## src/rtl/instr_seq_ctrl.sv

```systemverilog
// Fetch/load/decode/wait sequencer with PC, IR and HALT handling for the RISC core.
// All outputs come straight from flops; rom_addr is the PC register itself.
module instr_seq_ctrl #(
  parameter int          ADDR_W      = 4,
  parameter int          INSTR_W     = 32,
  parameter int          EXEC_CYCLES = 4,
  parameter logic [4:0]  HALT_OP     = 5'd27
) (
  input  logic               clk,
  input  logic               sys_rst,
  output logic               rom_rd,
  output logic [ADDR_W-1:0]  rom_addr,
  input  logic [INSTR_W-1:0] rom_data,
  output logic [INSTR_W-1:0] ir,
  output logic               exec_stb,
  input  logic               branch_taken,
  input  logic [ADDR_W-1:0]  branch_addr,
  input  logic               resume,
  output logic               halted,
  output logic [ADDR_W-1:0]  pc
);

  localparam int CNT_W = (EXEC_CYCLES > 1) ? $clog2(EXEC_CYCLES) : 1;
  localparam logic [CNT_W-1:0] CNT_LAST = CNT_W'(EXEC_CYCLES - 1);

  typedef enum logic [2:0] {
    IDLE, FETCH, LOAD, DECODE, WAIT, HALT
  } state_t;

  state_t           state;
  logic [CNT_W-1:0] cnt;

  assign rom_addr = pc;

  always_ff @(posedge clk) begin
    if (sys_rst) begin
      state    <= IDLE;
      pc       <= '0;
      ir       <= '0;
      cnt      <= '0;
      rom_rd   <= 1'b0;
      exec_stb <= 1'b0;
      halted   <= 1'b0;
    end else begin
      rom_rd   <= 1'b0;
      exec_stb <= 1'b0;
      case (state)
        IDLE: begin
          state  <= FETCH;
          rom_rd <= 1'b1;
        end
        FETCH: state <= LOAD;
        LOAD: begin
          ir       <= rom_data;
          // strobe is decided one cycle early so it lands registered in DECODE
          exec_stb <= (rom_data[INSTR_W-1 -: 5] != HALT_OP);
          state    <= DECODE;
        end
        DECODE: begin
          if (ir[INSTR_W-1 -: 5] == HALT_OP) begin
            state  <= HALT;
            halted <= 1'b1;
          end else begin
            cnt   <= '0;
            state <= WAIT;
          end
        end
        WAIT: begin
          if (cnt == CNT_LAST) begin
            pc     <= branch_taken ? branch_addr : pc + ADDR_W'(1);
            state  <= FETCH;
            rom_rd <= 1'b1;
          end else begin
            cnt <= cnt + CNT_W'(1);
          end
        end
        HALT: begin
          if (resume) begin
            pc     <= pc + ADDR_W'(1);
            halted <= 1'b0;
            state  <= FETCH;
            rom_rd <= 1'b1;
          end
        end
        default: state <= IDLE;
      endcase
    end
  end

endmodule
```

## config.mk

```make
export PLATFORM = sky130hd
export DESIGN_NAME = instr_seq_ctrl
export DESIGN_NICKNAME = d
export VERILOG_FILES = /design/src/rtl/instr_seq_ctrl.sv
export SDC_FILE = /design/constraint.sdc
export NUM_CORES = 1
export LEC_CHECK = 0
export BUFFER_PORTS_ARGS = -buffer_cell sky130_fd_sc_hd__buf_2
export CELL_PAD_IN_SITES_DETAIL_PLACEMENT = 0
export CELL_PAD_IN_SITES_GLOBAL_PLACEMENT = 1
export CORE_ASPECT_RATIO = 0.5
export CORE_UTILIZATION = 29
export CTS_CLUSTER_DIAMETER = 80
export DETAILED_ROUTE_END_ITERATION = 8
export HOLD_SLACK_MARGIN = 0.12
export PLACE_DENSITY_LB_ADDON = 0.1
export SLEW_MARGIN = 5
export SYNTH_ARGS = -nofsm -noshare
export SYNTH_HDL_FRONTEND = slang
export SYNTH_SLANG_ARGS = --single-unit
```

## constraint.sdc

```tcl
create_clock -name clk -period 1.3 [get_ports clk]
set_clock_uncertainty 0.05 [all_clocks]
set_input_delay 0.26 -clock clk [delete_from_list [all_inputs] [get_ports clk]]
set_output_delay 0.26 -clock clk [all_outputs]
set_load 0.05 [all_outputs]
```

=== Yosys cells after proc, flatten, opt, wreduce, memory -nomap -nowiden ===
Cells that the tools add are included.

* Word-level logic and storage cells: 49
* Bits of input ports: 40
* Flip-flop bits (word level): 44
* Output and inout bits: 43

* Equality and inequality tests: 13
* Bitwise operators: 1
* Multiplexer cells: 17
* Reductions and logical operators: 9
* Add/sub/neg operators: 2

{| class="wikitable"
|+ Operator list
! cell !! number
|-
| $pmux W3 S6 || 1
|-
| $mux W4 || 3
|-
| $ne A2 B2 Y1 const B || 5
|-
| $reduce_and A3 Y1 || 3
|-
| $pmux W4 S2 || 1
|-
| $eq A3 B2 Y1 const B || 2
|-
| $eq A3 B3 Y1 const B || 2
|-
| $mux W3 || 2
|-
| $reduce_bool A2 Y1 || 3
|-
| $eq A5 B5 Y1 const B || 1
|-
| $mux W1 || 5
|-
| $ne A5 B5 Y1 const B || 1
|-
| $add A4 B1 Y4 const B || 1
|-
| $mux W2 || 2
|-
| $pmux W2 S2 || 1
|-
| $eq A3 B1 Y1 const B || 1
|-
| $logic_not A3 Y1 || 1
|-
| $pmux W1 S3 || 1
|-
| $add A2 B1 Y2 const B || 1
|-
| $eq A2 B2 Y1 const B || 1
|-
| $pmux W1 S2 || 1
|-
| $reduce_and A2 Y1 || 1
|-
| $reduce_or A2 Y1 || 1
|-
| $not A1 Y1 || 1
|}

=== Depth between registers and ports, before layout ===
* Depth in word-level cells: 4
* Gate-level depth with buffers: 6
* Gate-level depth less buffers: 5

=== Worst setup path after synthesis ===
OpenSTA, ideal clock, no wires.

* Path type: reg-to-reg
* From: reg ir[27]
* To: reg cnt[1]
* Path buffers: 0
* Arrival: 1.457 ns
* Period minus slack after synthesis: 1.639 ns
* Required time: 1.118 ns
* Library setup time: 0.132 ns
* Stages on the path, launching flop included: 5
* Slack: -0.339 ns
* Cell sequence: dfxtp_1 -> nand3_1 -> o311ai_0 -> a21o_1 -> a21oi_1

* Cells in the longest elaborated chain, start to end: 3

{| class="wikitable"
|+ Ends and longest elaborated chain
! what !! RTL line !! source
|-
| start, declared || 14 || <nowiki>output logic [INSTR_W-1:0] ir,</nowiki>
|-
| start signal, assigned || 54 || <nowiki>ir <= rom_data;</nowiki>
|-
| $eq A5 B5 Y1 || 60 || <nowiki>if (ir[INSTR_W-1 -: 5] == HALT_OP) begin</nowiki>
|-
| $ne A2 B2 Y1 (no line) || -- ||
|-
| $reduce_and A3 Y1 (no line) || -- ||
|-
| end signal, assigned || 74 || <nowiki>cnt <= cnt + CNT_W'(1);</nowiki>
|-
| end, declared || 31 || <nowiki>logic [CNT_W-1:0] cnt;</nowiki>
|}

No other way between the ends.
A chain may end at the register's enable or synchronous reset.

=== Worst setup path in the final report ===
* From: reg cnt[1]
* To: reg pc[3]

* Cells in the longest elaborated chain, start to end: 3

{| class="wikitable"
|+ Ends and longest elaborated chain
! what !! RTL line !! source
|-
| $eq A2 B2 Y1 || 69 || <nowiki>if (cnt == CNT_LAST) begin</nowiki>
|-
| $ne A2 B2 Y1 (no line) || -- ||
|-
| $reduce_and A3 Y1 (no line) || -- ||
|-
| end signal, assigned || 70 || <nowiki>pc <= branch_taken ? branch_addr : pc + ADDR_W'(1);</nowiki>
|-
| end signal, assigned || 79 || <nowiki>pc <= pc + ADDR_W'(1);</nowiki>
|-
| end, declared || 20 || <nowiki>output logic [ADDR_W-1:0] pc</nowiki>
|}

No other way between the ends.

==> key figures <==
Routing
  – Mean number of vias per cell: 4.45
  – Drt first-iter violations: 67
  – First-pass detailed-route iteration total: 5
  – DRC errors left: 0
  – DR vias: 1765
  – Drt total wl: 4870 um
  – Post-route ant nets: 0
  – WL/cell: 12.3 um

Global route
  – GRT Util Overall: 14.0%
  – Number of global-route vias before repair: 1572
  – Largest net degree at the start of global routing: 34
  – First-pass GRT wire length: 7200 um
  – GR Overflow Total: 0
  – Initial antenna violation count: 0

Clock network
  – Clk_lat worst skew: 0.28 ns
  – H-Tree Depth: 2
  – Clk Tree Root Cell: clkbuf_16
  – Worst-path clk slew: 0.06 ns
  – TritonCTS clock tree: built
  – Inserted Clock Buffers: 5
  – Clock Sinks: 44
  – Hold buffers post-CTS: 0
  – CTS max path bufs: 2

Worst hold path
  – Hold worst-path end: ir[18]$_SDFFE_PP0N_
  – Type of the tightest min-delay check: input port to register
  – Hold Path Depth: 3
  – HP Start: rom_data[18]

STA
  – Final Max Tran Viols: 0
  – Fin crit period: 1.28 ns
  – Setup TNS: 0 ns
  – RSZ-0062 raised after global routing: true
  – Worst-Margin Slew: 0.328 ns
  – Worst relative slew slack: 78.1%
  – Final cycle utilization of the critical path: 98.5%
  – Final setup vio count: 0
  – Max Freq: 0.781 GHz
  – Final hold violation count: 0
  – Setup WS post-layout: 0.0193 ns
  – Worst hold slack: 0.164 ns

Cells and area
  – Final core occ: 46.6%
  – Most frequent cells in the layout: 80 x buf_2, 63 x nand2_1, 33 x dfxtp_1, 29 x a21oi_1, 13 x buf_4
  – Layout cells sized above 1: 46.0%
  – Multi-input gate area: 895 um2
  – Inserted Diodes: 0
  – Post-route design area: 2680 um2
  – Storage cell area: 907 um2
  – Non-Filler Instances: 397
  – Fill cell total of the finished layout: 593
  – Area Overhead vs Synth: 48.3%
  – Fin nets: 354
  – Commonest non-fill, non-tap cell in the layout: buf_2

Place
  – DP HPWL: 3250 um
  – Placed Cells: 382
  – Input/output buffers: 82
  – Worst slack, placed: -0.0632 ns
  – Area after DPL: 2340 um2
  – Gpl congestion: 0.770

Synth
  – Syn_area_per_cell: 8.19 um2
  – Ys async rst share: 0%
  – Synth Net Count: 263
  – Top post-synthesis cells by area: dfxtp_1 49%, nand2_1 14%, a21oi_1 11%
  – YS warnings: 0
  – Synth area leader: dfxtp_1
  – Mapped Area: 1810 um2
  – Synth unique cells: 34
  – Post-Synthesis Cells: 221
  – Share of the synthesized area in the top cell type: 48.7%
  – Post-synth EDFFs: 0
  – Sequential area share after synthesis: 48.7%
  – Most common flop cell mapped by yosys: dfxtp_1
  – Yosys reg bits: 44

Critical path
  – Reg2reg setup slack: 0.02 ns
  – Critical Path Start Type: register
  – CP Capture Type: register
  – R2r worst-path depth: 5
  – Crit path DAT: 1.41 ns
  – Worst EP required: 1.43 ns
  – Worst setup path category: register to register
  – FF-to-FF Start: cnt[1]$_SDFFE_PP0P_
  – Worst reg2reg endpoint: pc[3]$_SDFFE_PP0P_
  – Max FO, Critical Path: 4

Floorplanning
  – Starting Density: 31.4%
  – Die H: 57.9 um
  – # IOs: 83
  – Rows: 19
  – Core area: 5750 um2
  – Die width: 114 um
  – Die area: 6580 um2

Power
  – Leakage Power: 1.21 nW
  – Pwr Density: 1360 nW/um2
  – Worst VDD drop: 0.623 mV
  – Power Total: 3.64 mW

Run status
  – Status: complete, no violations

Job
  – Max_cap viols: 0
[cells in the mapped netlist (2+ instances only)]
cell type	n
nand2_1	69
dfxtp_1	44
a21oi_1	39
buf_4	9
nand3_1	8
clkbuf_1	5
inv_1	4
nand2b_1	4
nor2_1	4
buf_6	3
nor3_1	3
a21o_1	2
a31oi_1	2
ha_1	2
mux2i_1	2
nand3b_1	2
o21ai_0	2
[report_power, final]
group / leakage (nW) / internal (mW) / switching [mW] / total (mW)
Clock: 0.0679 / 0.710 / 0.488 / 1.20
Combinational: 0.781 / 0.338 / 0.598 / 0.936
Sequential: 0.364 / 1.45 / 0.0610 / 1.51
Total: 1.21 / 2.49 / 1.15 / 3.64
[area by class of cell]
class | instances | area share [%]
Multi-Input combinational cell | 155 | 33.3
Clock inverter | 1 | 0.187
Clock buffer | 7 | 4.94
Inverter | 4 | 0.560
Sequential cell | 44 | 33.8
Timing Repair Buffer | 102 | 23.2
Tap cell | 84 | 3.92
[worst max path at each step]
stage | slack [ns] | start | endpoint
after detailed placement | -0.06 | cnt[0]$_SDFFE_PP0P_ | pc[3]$_SDFFE_PP0P_
after global placement | -0.06 | state[2]$_SDFFE_PP0P_ | pc[3]$_SDFFE_PP0P_
after CTS | 0.001 | cnt[1]$_SDFFE_PP0P_ | pc[3]$_SDFFE_PP0P_
after global routing | -0.04 | state[1]$_SDFFE_PP0P_ | ir[22]$_SDFFE_PP0N_
after floorplan | -0.02 | ir[30]$_SDFFE_PP0N_ | cnt[1]$_SDFFE_PP0P_
final | 0.02 | cnt[1]$_SDFFE_PP0P_ | pc[3]$_SDFFE_PP0P_
[sequential cells by signal, summed over array words and instances (netlist names)]
| name | flops |
|---|---|
| exec_stb | 1 |
| state | 3 |
| ir | 32 |
| pc | 4 |
| halted | 1 |
| cnt | 2 |
| rom_rd | 1 |
[kinds of logic (layout without fill, tap and decap cells)]
| logic type | count (synthesis) | after routing | synth area share (%) |
|---|---|---|---|
| compound gates | 50 | 50 | 15.0 |
| xor+xnor | 1 | 1 | 0.484 |
| fa+ha+maj | 2 | 2 | 1.38 |
| buf+inv | 22 | 114 | 7.74 |
| flops | 44 | 44 | 48.7 |
| mux | 3 | 3 | 1.73 |
| simple gates | 99 | 99 | 25.0 |
[layer usage]
layer	GRT usage [%]	share of wire (%)	up-vias
li1	-	-	915
met1	17.4	51	787
met2	22.4	41	61
met3	5.75	7.4	2
met4	3.95	0.35	0
met5	0	0	-
[what timing repair did]
item,4_1_cts,5_1_grt
pin swaps,1,7
setup buffers,1,3
gates cloned,0,3
endpoints found under the setup margin,38,40
resized for setup,12,28
[worst max-delay path: stages (launching register included)]
cell and delay, ns:
dfxtp_2 0.34, ha_4 0.16, mux2_4 0.28, nand2b_4 0.08, a21oi_1 0.04, o32ai_1 0.23
No activity file was read; power rests on OpenSTA's default activity.
